--- src/rtl/mem_access.sv ---
// mem_access: MEM stage of the pipeline. Decodes loads/stores, drives the data
// bus, waits for the bus ack (or times out), and registers the writeback entry.
//
// state  | meaning
// -------+-----------------------------------------------------------
// S_IDLE | no access outstanding; a valid aligned load/store requests now
// S_WAIT | request issued and not yet acked; counter tracks wait cycles
module mem_access #(
  parameter int XLEN    = 32,
  parameter int TIMEOUT = 16
) (
  input  logic            clk,
  input  logic            rst,
  input  logic [XLEN-1:0] pc_mem,
  input  logic [XLEN-1:0] alu_mem,
  input  logic [XLEN-1:0] rs2_mem,
  input  logic [XLEN-1:0] instr_mem,
  input  logic            valid_mem,
  output logic            dmem_req,
  output logic            dmem_we,
  output logic [XLEN-1:0] dmem_addr,
  output logic [3:0]      dmem_be,
  output logic [XLEN-1:0] dmem_wdata,
  input  logic            dmem_ack,
  input  logic [XLEN-1:0] dmem_rdata,
  output logic            stall_mem,
  output logic [XLEN-1:0] pc_wb,
  output logic [XLEN-1:0] alu_wb,
  output logic [XLEN-1:0] load_wb,
  output logic [XLEN-1:0] instr_wb,
  output logic            valid_wb,
  output logic            exc_wb,
  output logic [1:0]      exc_cause_wb
);

  localparam logic [6:0] OP_LOAD  = 7'b0000011;
  localparam logic [6:0] OP_STORE = 7'b0100011;
  localparam int         CW       = (TIMEOUT > 1) ? $clog2(TIMEOUT) : 1;
  localparam logic [CW-1:0] CNT_LAST = CW'(TIMEOUT - 1);

  localparam logic [1:0] CAUSE_NONE    = 2'b00;
  localparam logic [1:0] CAUSE_LD_MIS  = 2'b01;
  localparam logic [1:0] CAUSE_ST_MIS  = 2'b10;
  localparam logic [1:0] CAUSE_TIMEOUT = 2'b11;

  typedef enum logic {
    S_IDLE = 1'b0,
    S_WAIT = 1'b1
  } state_e;

  state_e        state_q, state_d;
  logic [CW-1:0] cnt_q, cnt_d;

  logic [6:0] opcode;
  logic [2:0] funct3;
  logic [1:0] off;
  logic       is_load, is_store;
  logic       size_half, size_word;
  logic       misaligned;
  logic       mem_op;
  logic       req_raw;
  logic       timeout_now;
  logic       acked;

  logic [7:0]      byte_sel;
  logic [15:0]     half_sel;
  logic [XLEN-1:0] load_data;

  logic [XLEN-1:0] load_d;
  logic            exc_d;
  logic [1:0]      cause_d;

  assign opcode = instr_mem[6:0];
  assign funct3 = instr_mem[14:12];
  assign off    = alu_mem[1:0];

  // Decode: only the listed funct3 encodings count as memory ops.
  always_comb begin
    is_load  = 1'b0;
    is_store = 1'b0;
    if (opcode == OP_LOAD) begin
      case (funct3)
        3'b000, 3'b001, 3'b010, 3'b100, 3'b101: is_load = 1'b1;
        default:                                is_load = 1'b0;
      endcase
    end else if (opcode == OP_STORE) begin
      case (funct3)
        3'b000, 3'b001, 3'b010: is_store = 1'b1;
        default:                is_store = 1'b0;
      endcase
    end
  end

  assign size_half  = (funct3[1:0] == 2'b01);
  assign size_word  = (funct3[1:0] == 2'b10);
  assign misaligned = (is_load | is_store) &
                      ((size_half & off[0]) | (size_word & (off != 2'b00)));
  assign mem_op     = valid_mem & (is_load | is_store) & ~misaligned;

  // Bus FSM state and wait counter.
  always_ff @(posedge clk or posedge rst) begin
    if (rst) begin
      state_q <= S_IDLE;
      cnt_q   <= '0;
    end else begin
      state_q <= state_d;
      cnt_q   <= cnt_d;
    end
  end

  // Next state, raw request and timeout detection. The request is dropped in
  // the cycle the counter hits its last value, so an ack there is ignored.
  always_comb begin
    state_d     = state_q;
    cnt_d       = cnt_q;
    req_raw     = 1'b0;
    timeout_now = 1'b0;
    case (state_q)
      S_IDLE: begin
        if (mem_op) begin
          req_raw = 1'b1;
          if (!dmem_ack) begin
            state_d = S_WAIT;
            cnt_d   = '0;
          end
        end
      end
      S_WAIT: begin
        if (cnt_q == CNT_LAST) begin
          timeout_now = 1'b1;
          state_d     = S_IDLE;
        end else begin
          req_raw = 1'b1;
          if (dmem_ack) begin
            state_d = S_IDLE;
          end else begin
            cnt_d = cnt_q + 1'b1;
          end
        end
      end
      default: state_d = S_IDLE;
    endcase
  end

  // Reset gates the request combinationally so an in-flight access is killed at once.
  assign dmem_req  = req_raw & ~rst;
  assign stall_mem = dmem_req & ~dmem_ack & ~timeout_now;
  assign acked     = dmem_req & dmem_ack;

  assign dmem_we   = is_store;
  assign dmem_addr = {alu_mem[XLEN-1:2], 2'b00};

  // Byte enables and lane-replicated store data.
  always_comb begin
    dmem_be    = 4'b1111;
    dmem_wdata = rs2_mem;
    if (is_store) begin
      case (funct3[1:0])
        2'b00: begin
          dmem_be    = 4'b0001 << off;
          dmem_wdata = {(XLEN/8){rs2_mem[7:0]}};
        end
        2'b01: begin
          dmem_be    = 4'b0011 << off;
          dmem_wdata = {(XLEN/16){rs2_mem[15:0]}};
        end
        default: begin
          dmem_be    = 4'b1111;
          dmem_wdata = rs2_mem;
        end
      endcase
    end
  end

  assign byte_sel = dmem_rdata[{off, 3'b000} +: 8];
  assign half_sel = off[1] ? dmem_rdata[31:16] : dmem_rdata[15:0];

  // Lane select and sign/zero extension of the returned load word.
  always_comb begin
    case (funct3)
      3'b000:  load_data = {{(XLEN-8){byte_sel[7]}}, byte_sel};
      3'b001:  load_data = {{(XLEN-16){half_sel[15]}}, half_sel};
      3'b100:  load_data = {{(XLEN-8){1'b0}}, byte_sel};
      3'b101:  load_data = {{(XLEN-16){1'b0}}, half_sel};
      default: load_data = dmem_rdata;
    endcase
  end

  // Writeback entry contents for a completing cycle.
  always_comb begin
    load_d  = '0;
    exc_d   = 1'b0;
    cause_d = CAUSE_NONE;
    if (timeout_now) begin
      exc_d   = 1'b1;
      cause_d = CAUSE_TIMEOUT;
    end else if (valid_mem && misaligned) begin
      exc_d   = 1'b1;
      cause_d = is_load ? CAUSE_LD_MIS : CAUSE_ST_MIS;
    end else if (is_load && acked) begin
      load_d = load_data;
    end
  end

  // WB registers: bubble while stalled (payload held), capture otherwise.
  always_ff @(posedge clk or posedge rst) begin
    if (rst) begin
      pc_wb        <= '0;
      alu_wb       <= '0;
      load_wb      <= '0;
      instr_wb     <= '0;
      valid_wb     <= 1'b0;
      exc_wb       <= 1'b0;
      exc_cause_wb <= CAUSE_NONE;
    end else if (stall_mem) begin
      valid_wb     <= 1'b0;
      exc_wb       <= 1'b0;
      exc_cause_wb <= CAUSE_NONE;
    end else begin
      pc_wb        <= pc_mem;
      alu_wb       <= alu_mem;
      load_wb      <= load_d;
      instr_wb     <= instr_mem;
      valid_wb     <= valid_mem;
      exc_wb       <= exc_d;
      exc_cause_wb <= cause_d;
    end
  end

endmodule

--- config.mk ---
export PLATFORM = sky130hd
export DESIGN_NAME = mem_access
export DESIGN_NICKNAME = d
export VERILOG_FILES = /design/src/rtl/mem_access.sv
export SDC_FILE = /design/constraint.sdc
export NUM_CORES = 1
export LEC_CHECK = 0
export CORE_AREA = 2 2 143 145
export CTS_CLUSTER_DIAMETER = 80
export CTS_CLUSTER_SIZE = 12
export DETAILED_ROUTE_END_ITERATION = 6
export DIE_AREA = 0 0 145 147
export PLACE_DENSITY = 0.82
export SYNTH_ARGS = -nofsm -noshare
export SYNTH_HDL_FRONTEND = slang
export SYNTH_SLANG_ARGS = --single-unit
--- constraint.sdc ---
create_clock -name clk -period 4.84 [get_ports clk]
set_input_delay 0.726 -clock clk [delete_from_list [all_inputs] [get_ports clk]]
set_output_delay 0.726 -clock clk [all_outputs]
set_load 0.03 [all_outputs]
; ---- Word level (Yosys, flattened, before mapping)
; Cells that the tools add are included.
[word_totals]
inputBits = 164
ff_bits = 137
word_cells = 86
output_inout_bits = 203
[classes]
muxes = 36
reduce_logical = 8
shifts = 3
eq_ne = 13
bitwise = 16
addsub = 1
[ops]
columns = operator, count
row1 = two-way mux 32 bit, 4
row2 = case mux 32 bit (4 select lines), 1
row3 = case mux 32 bit (2 select lines), 1
row4 = variable part select 32 x 6 -> 8 bit, 1
row5 = two-way mux 4 bit, 5
row6 = two-way mux 1 bit, 16
row7 = two-way mux 16 bit, 1
row8 = case mux 4 bit (2 select lines), 2
row9 = bitwise AND 1 bit, 9
row10 = two-way mux 2 bit, 4
row11 = inequality test 2 bit (second input constant), 4
row12 = equality test 7 x 2 -> 1 bit (second input constant), 1
row13 = equality test 7 x 6 -> 1 bit (second input constant), 1
row14 = equality test 3 bit (second input constant), 2
row15 = inverter 1 bit, 5
row16 = OR reduction 5 bit, 1
row17 = adder 4 x 1 -> 4 bit (second input constant), 1
row18 = equality test 4 bit (second input constant), 1
row19 = case mux 1 bit (2 select lines), 2
row20 = AND reduction 4 bit, 1
row21 = left shift 1 x 2 -> 4 bit (first input constant), 1
row22 = left shift 2 x 2 -> 4 bit (first input constant), 1
row23 = equality test 3 x 1 -> 1 bit (second input constant), 1
row24 = equality test 3 x 2 -> 1 bit (second input constant), 1
row25 = 8 further kinds, 10

; ---- Logic depth before layout (Yosys ltp)
[depth]
depth_word = 17
mapped_depth = 8
ltp_nobuf = 5

; ---- Least setup slack after synthesis
; No wires, ideal clock.
[synth_path]
path_type = input to output
from = in instr_mem[2]
to = out dmem_wdata[24]
setup_slack_ns = 1.539
t_arrival_ns = 2.575
path_buffers = 1
stages = 5
t_required_ns = 4.114
path_cell_list = or4_4 -> nor2_2 -> nand3_1 -> clkbuf_1 -> o21ai_0
[synth_via]
elab_chain_cells = 4
elab_cells_between_ends = 5
cone_classes = eq/ne: 2 / mux: 3
[synth_lines]
columns = element, line_no
row1 = "start, declared", 17  ; input logic [XLEN-1:0] instr_mem,
row2 = equality test 7 x 6 -> 1 bit, 86  ; end else if (opcode == OP_STORE) begin
row3 = two-way mux 1 bit, 86
row4 = two-way mux 1 bit *, 81  ; if (opcode == OP_LOAD) begin
row5 = two-way mux 32 bit *, 157  ; if (is_store) begin
row6 = "end, declared", 23  ; output logic [XLEN-1:0] dmem_wdata,
; Every way passes the cells marked *; elsewhere a longest branch is shown, timed or not.

; ---- Worst setup path after layout
[layout_path]
from = in instr_mem[2]
to = out dmem_wdata[15]
; The elaborated chain is that of the path after synthesis.

==> metrics.md <==
| Metric | Value |
|---|---|
| Period minus WS final | `roughly 4200 ps` |
| Critical Path Start | `instr_mem[2]` |
| Worst setup slack after layout | `roughly 660 ps` |
| Power Density | `between 200 and 300 nW/um2` |
| Die span in x | `145 um` |
| Synth top area share | `a little over 50%` |
| Rows | `between 50 and 60` |
| Gate Count Post-Synth | `a little under 600` |
| DRC | `0` |
| Critical path endpoint category | `output port` |
| Hold EP | `pc_wb[20]` |
| I/O Buffers | `364` |
| RSZ-0062 raised after global routing | `no` |
| N_diodes | `0` |
| R2R cell count | `6` |
| Actual slew at the worst max-slew pin | `1100 ps` |
| Class of the most critical setup path | `in -> out` |
| Clock-pin transition on the worst setup and hold timing paths | `approximately 60 ps` |
| Run status | `completed` |
| CP delay by family, top | `simple AND/OR/NAND/NOR gates` |
| Vias post-DR | `5698` |
| CP bufs+invs | `2` |
| Drt via density | `slightly below 5` |
| H-tree depth | `4` |
| Commonest non-fill, non-tap cell in the layout | `clkdlybuf4s50_1` |
| Dominant combinational cell family by area after synthesis | `multiplexers` |
| Die ar. | `roughly 21000 um2` |
| Mapped cell area | `approximately 6700 um2` |
| Clock Skews | `roughly 7.5 ps` |
| Crit Path Max Fanout | `8` |
| Clock Tree Buf Depth | `2` |
| Worst min path class | `reg -> reg` |
| Most frequent cells in the layout | `361 x clkdlybuf4s50_1, 137 x dfrtp_1, 97 x mux2_1` |
| Sequential share of the synthesized area | `between 50% and 60%` |
| First drt pass iteration count | `4` |
| Synth Register Bits | `roughly 140` |
| Period utilization | `86.4%` |
| Post-DP HPWL | `16.1 mm` |
| GRT Resource Usage Total | `roughly a fifth` |
| Register Area | `around 3400 um2` |
| Fillers | `approximately 1700` |
| Clk Tree Root Cell | `clkbuf_16` |
| Total wire length | `about 21 mm` |
| Finished Cell Area | `around 11000 um2` |
| Post-cts resize count | `0` |
| Cell Chain, Critical Path | `clkdlybuf4s50_1 > or4_4 > nor2_2 > nand3_1 > nor2_2 > mux2_2 > clkdlybuf4s50_1` |
| Worst vdd ir | `0.200 mV` |
| Area grow syn2layout | `62.8%` |
| IO Count | `~370` |
| EDFF count, synth | `0` |
| Slew Limit Fails | `0` |
| Async set or reset register ratio after synthesis | `100%` |
| Reg-to-reg startpoint | `cnt_q[0]` |
| Yosys warns | `0` |
| Mean Syn Cell Area | `11.5 um2` |
| Final hold violation count | `0` |
| Later-pin clock latency in the skew report | `around 420 ps` |
| Nets | `1068` |
| Synth Area in XOR/XNOR | `0%` |
| Worst Setup Start Kind | `input pin` |
| Reg-to-reg slack, setup | `2360 ps` |
| Synth Flop Type | `dfrtp_1` |
| ANT nets after route | `0` |
| Clock sink total | `approximately 140` |
| Adder-Cell Fraction of Synth Area | `less than 1%` |
| Starting Density | `33.9%` |
| Global-route wire length before repair | `approximately 32 mm` |
| Pre-CTS WS | `approximately 650 ps` |
| Antenna violations before repair | `0` |
| Vias in the first global route | `5817` |
| Area contributors post-synth | `dfrtp_1 51%, mux2_1 16%, buf_4 4.6%, a21oi_1 3.9%, o21ai_0 3.5%` |
| Gpl congestion | `about 0.84` |
| R2R Path End | `load_wb[5]` |
| Total of max-cap violations | `0` |
| Post-synthesis compound-gate area fraction | `between 10% and 20%` |
| Die height | `approximately 150 um` |
| CP max stage delay | `600 ps` |
| Max stage delay cell, worst path | `clkdlybuf4s50_1` |
| Total grt overflow | `0` |
| Worst endpoint required time | `4110 ps` |
| Drt initial violations | `264` |
| Largest net degree at the start of global routing | `101` |
| Leakage | `about 4.3 nW` |
| Area of the core | `19800 um2` |
| Multi-input logic area | `~2800 um2` |
| Synth area leader | `dfrtp_1` |
| WL/cell | `between 15 and 20 um` |
| Worst EP arrival | `about 3500 ps` |
| Simple-Gate Fraction of Synth Area | `a little under a tenth` |
| FMAX | `roughly 0.24 GHz` |
| Final setup fails | `0` |
| DP Area | `10300 um2` |
| Worst slew margin | `26.1%` |
| CTS Buf Count | `17` |
| Postcts setup bufs | `0` |
| Worst Hold Launch | `pc_wb[20]` |
| Layout cells sized above 1 | `just under 8%` |
| CTS tree | `done` |
| Cts-stage hold buffer count | `0` |
| Worst hold path cell count | `1` |
| Post-synth cell types | `40` |
| Mux cell area share after synthesis | `between 20% and 30%` |
| Sum Neg Setup Slack | `0 ps` |
report_power, final:
part	internal, mW	switching [mW]	total (mW)
clock	0.876	0.533	1.41
sequential	1.19	0.0237	1.21
combinational	0.289	0.295	0.584
layer usage:
metal | up-vias | GRT usage, % | share of wire (%)
li1 | 2653 | - | -
met1 | 2718 | 22.5 | 38
met2 | 289 | 34.1 | 52
met3 | 38 | 5.93 | 7.4
met4 | 0 | 7.43 | 2.7
met5 | - | 0 | 0
final cells by class:
| cell class | count | area share (%) |
|---|---|---|
| Timing Repair Buffer | 376 | 34.2 |
| Sequential cell | 137 | 31.4 |
| Multi-Input combinational cell | 361 | 25.2 |
| Clock buffer | 17 | 3.89 |
| Tap cell | 270 | 3.09 |
| Clock inverter | 14 | 1.93 |
| Inverter | 10 | 0.389 |
cells by family (layout without fill, tap and decap cells):
kind of cell / count (synthesis) / after routing
other: 1 / 2
AO/OA/AOI/OAI: 125 / 125
flip-flops: 137 / 137
adder cells (fa/ha/maj): 1 / 1
AND/OR/NAND/NOR: 107 / 107
multiplexers: 126 / 126
buffers and inverters: 86 / 417
through the flow:
| stage | std cells | power [mW] | utilization, % | hold WS (ps) |
|---|---|---|---|---|
| finish | 1185 | 3.21 | 55.1 | 489 |
| global route | 1185 | 3.32 | 55.1 | 497 |
| global placement | 1154 | 1.81 | 51.9 | 472 |
| detailed placement | 1154 | 1.82 | 51.9 | 480 |
| CTS | 1185 | 3.25 | 55.1 | 494 |
| floorplan | 584 | 1.52 | - | 512 |
registers in the layout (all words and copies together), names as in the netlist:
| signal | cells |
|---|---|
| exc_wb | 1 |
| alu_wb | 32 |
| load_wb | 32 |
| state_q | 1 |
| instr_wb | 32 |
| exc_cause_wb | 2 |
| valid_wb | 1 |
| cnt_q | 4 |
| pc_wb | 32 |
synthesized netlist by cell type, types with 5 or more instances:
library cell  count
dfrtp_1         137
mux2_1           97
a21oi_1          52
o21ai_0          47
buf_4            41
nand2b_1         34
clkbuf_1         18
mux2_2           18
nand2_1          18
and2_1           16
mux2i_1          11
inv_1            10
buf_6             9
nor2b_1           9
nor2_1            8
o211ai_1          8
a2bb2oi_1         7
buf_2             6
nor3_1            5
worst max-delay path by stage:
stage / endpoint / cells after the start
2_1_floorplan: alu_wb[0] / 1
5_1_grt: dmem_wdata[15] / 7
4_1_cts: dmem_wdata[15] / 7
3_5_place_dp: dmem_wdata[15] / 7
3_3_place_gp: dmem_wdata[15] / 7
6_report: dmem_wdata[15] / 7
Power figures use the tool's default switching activity.
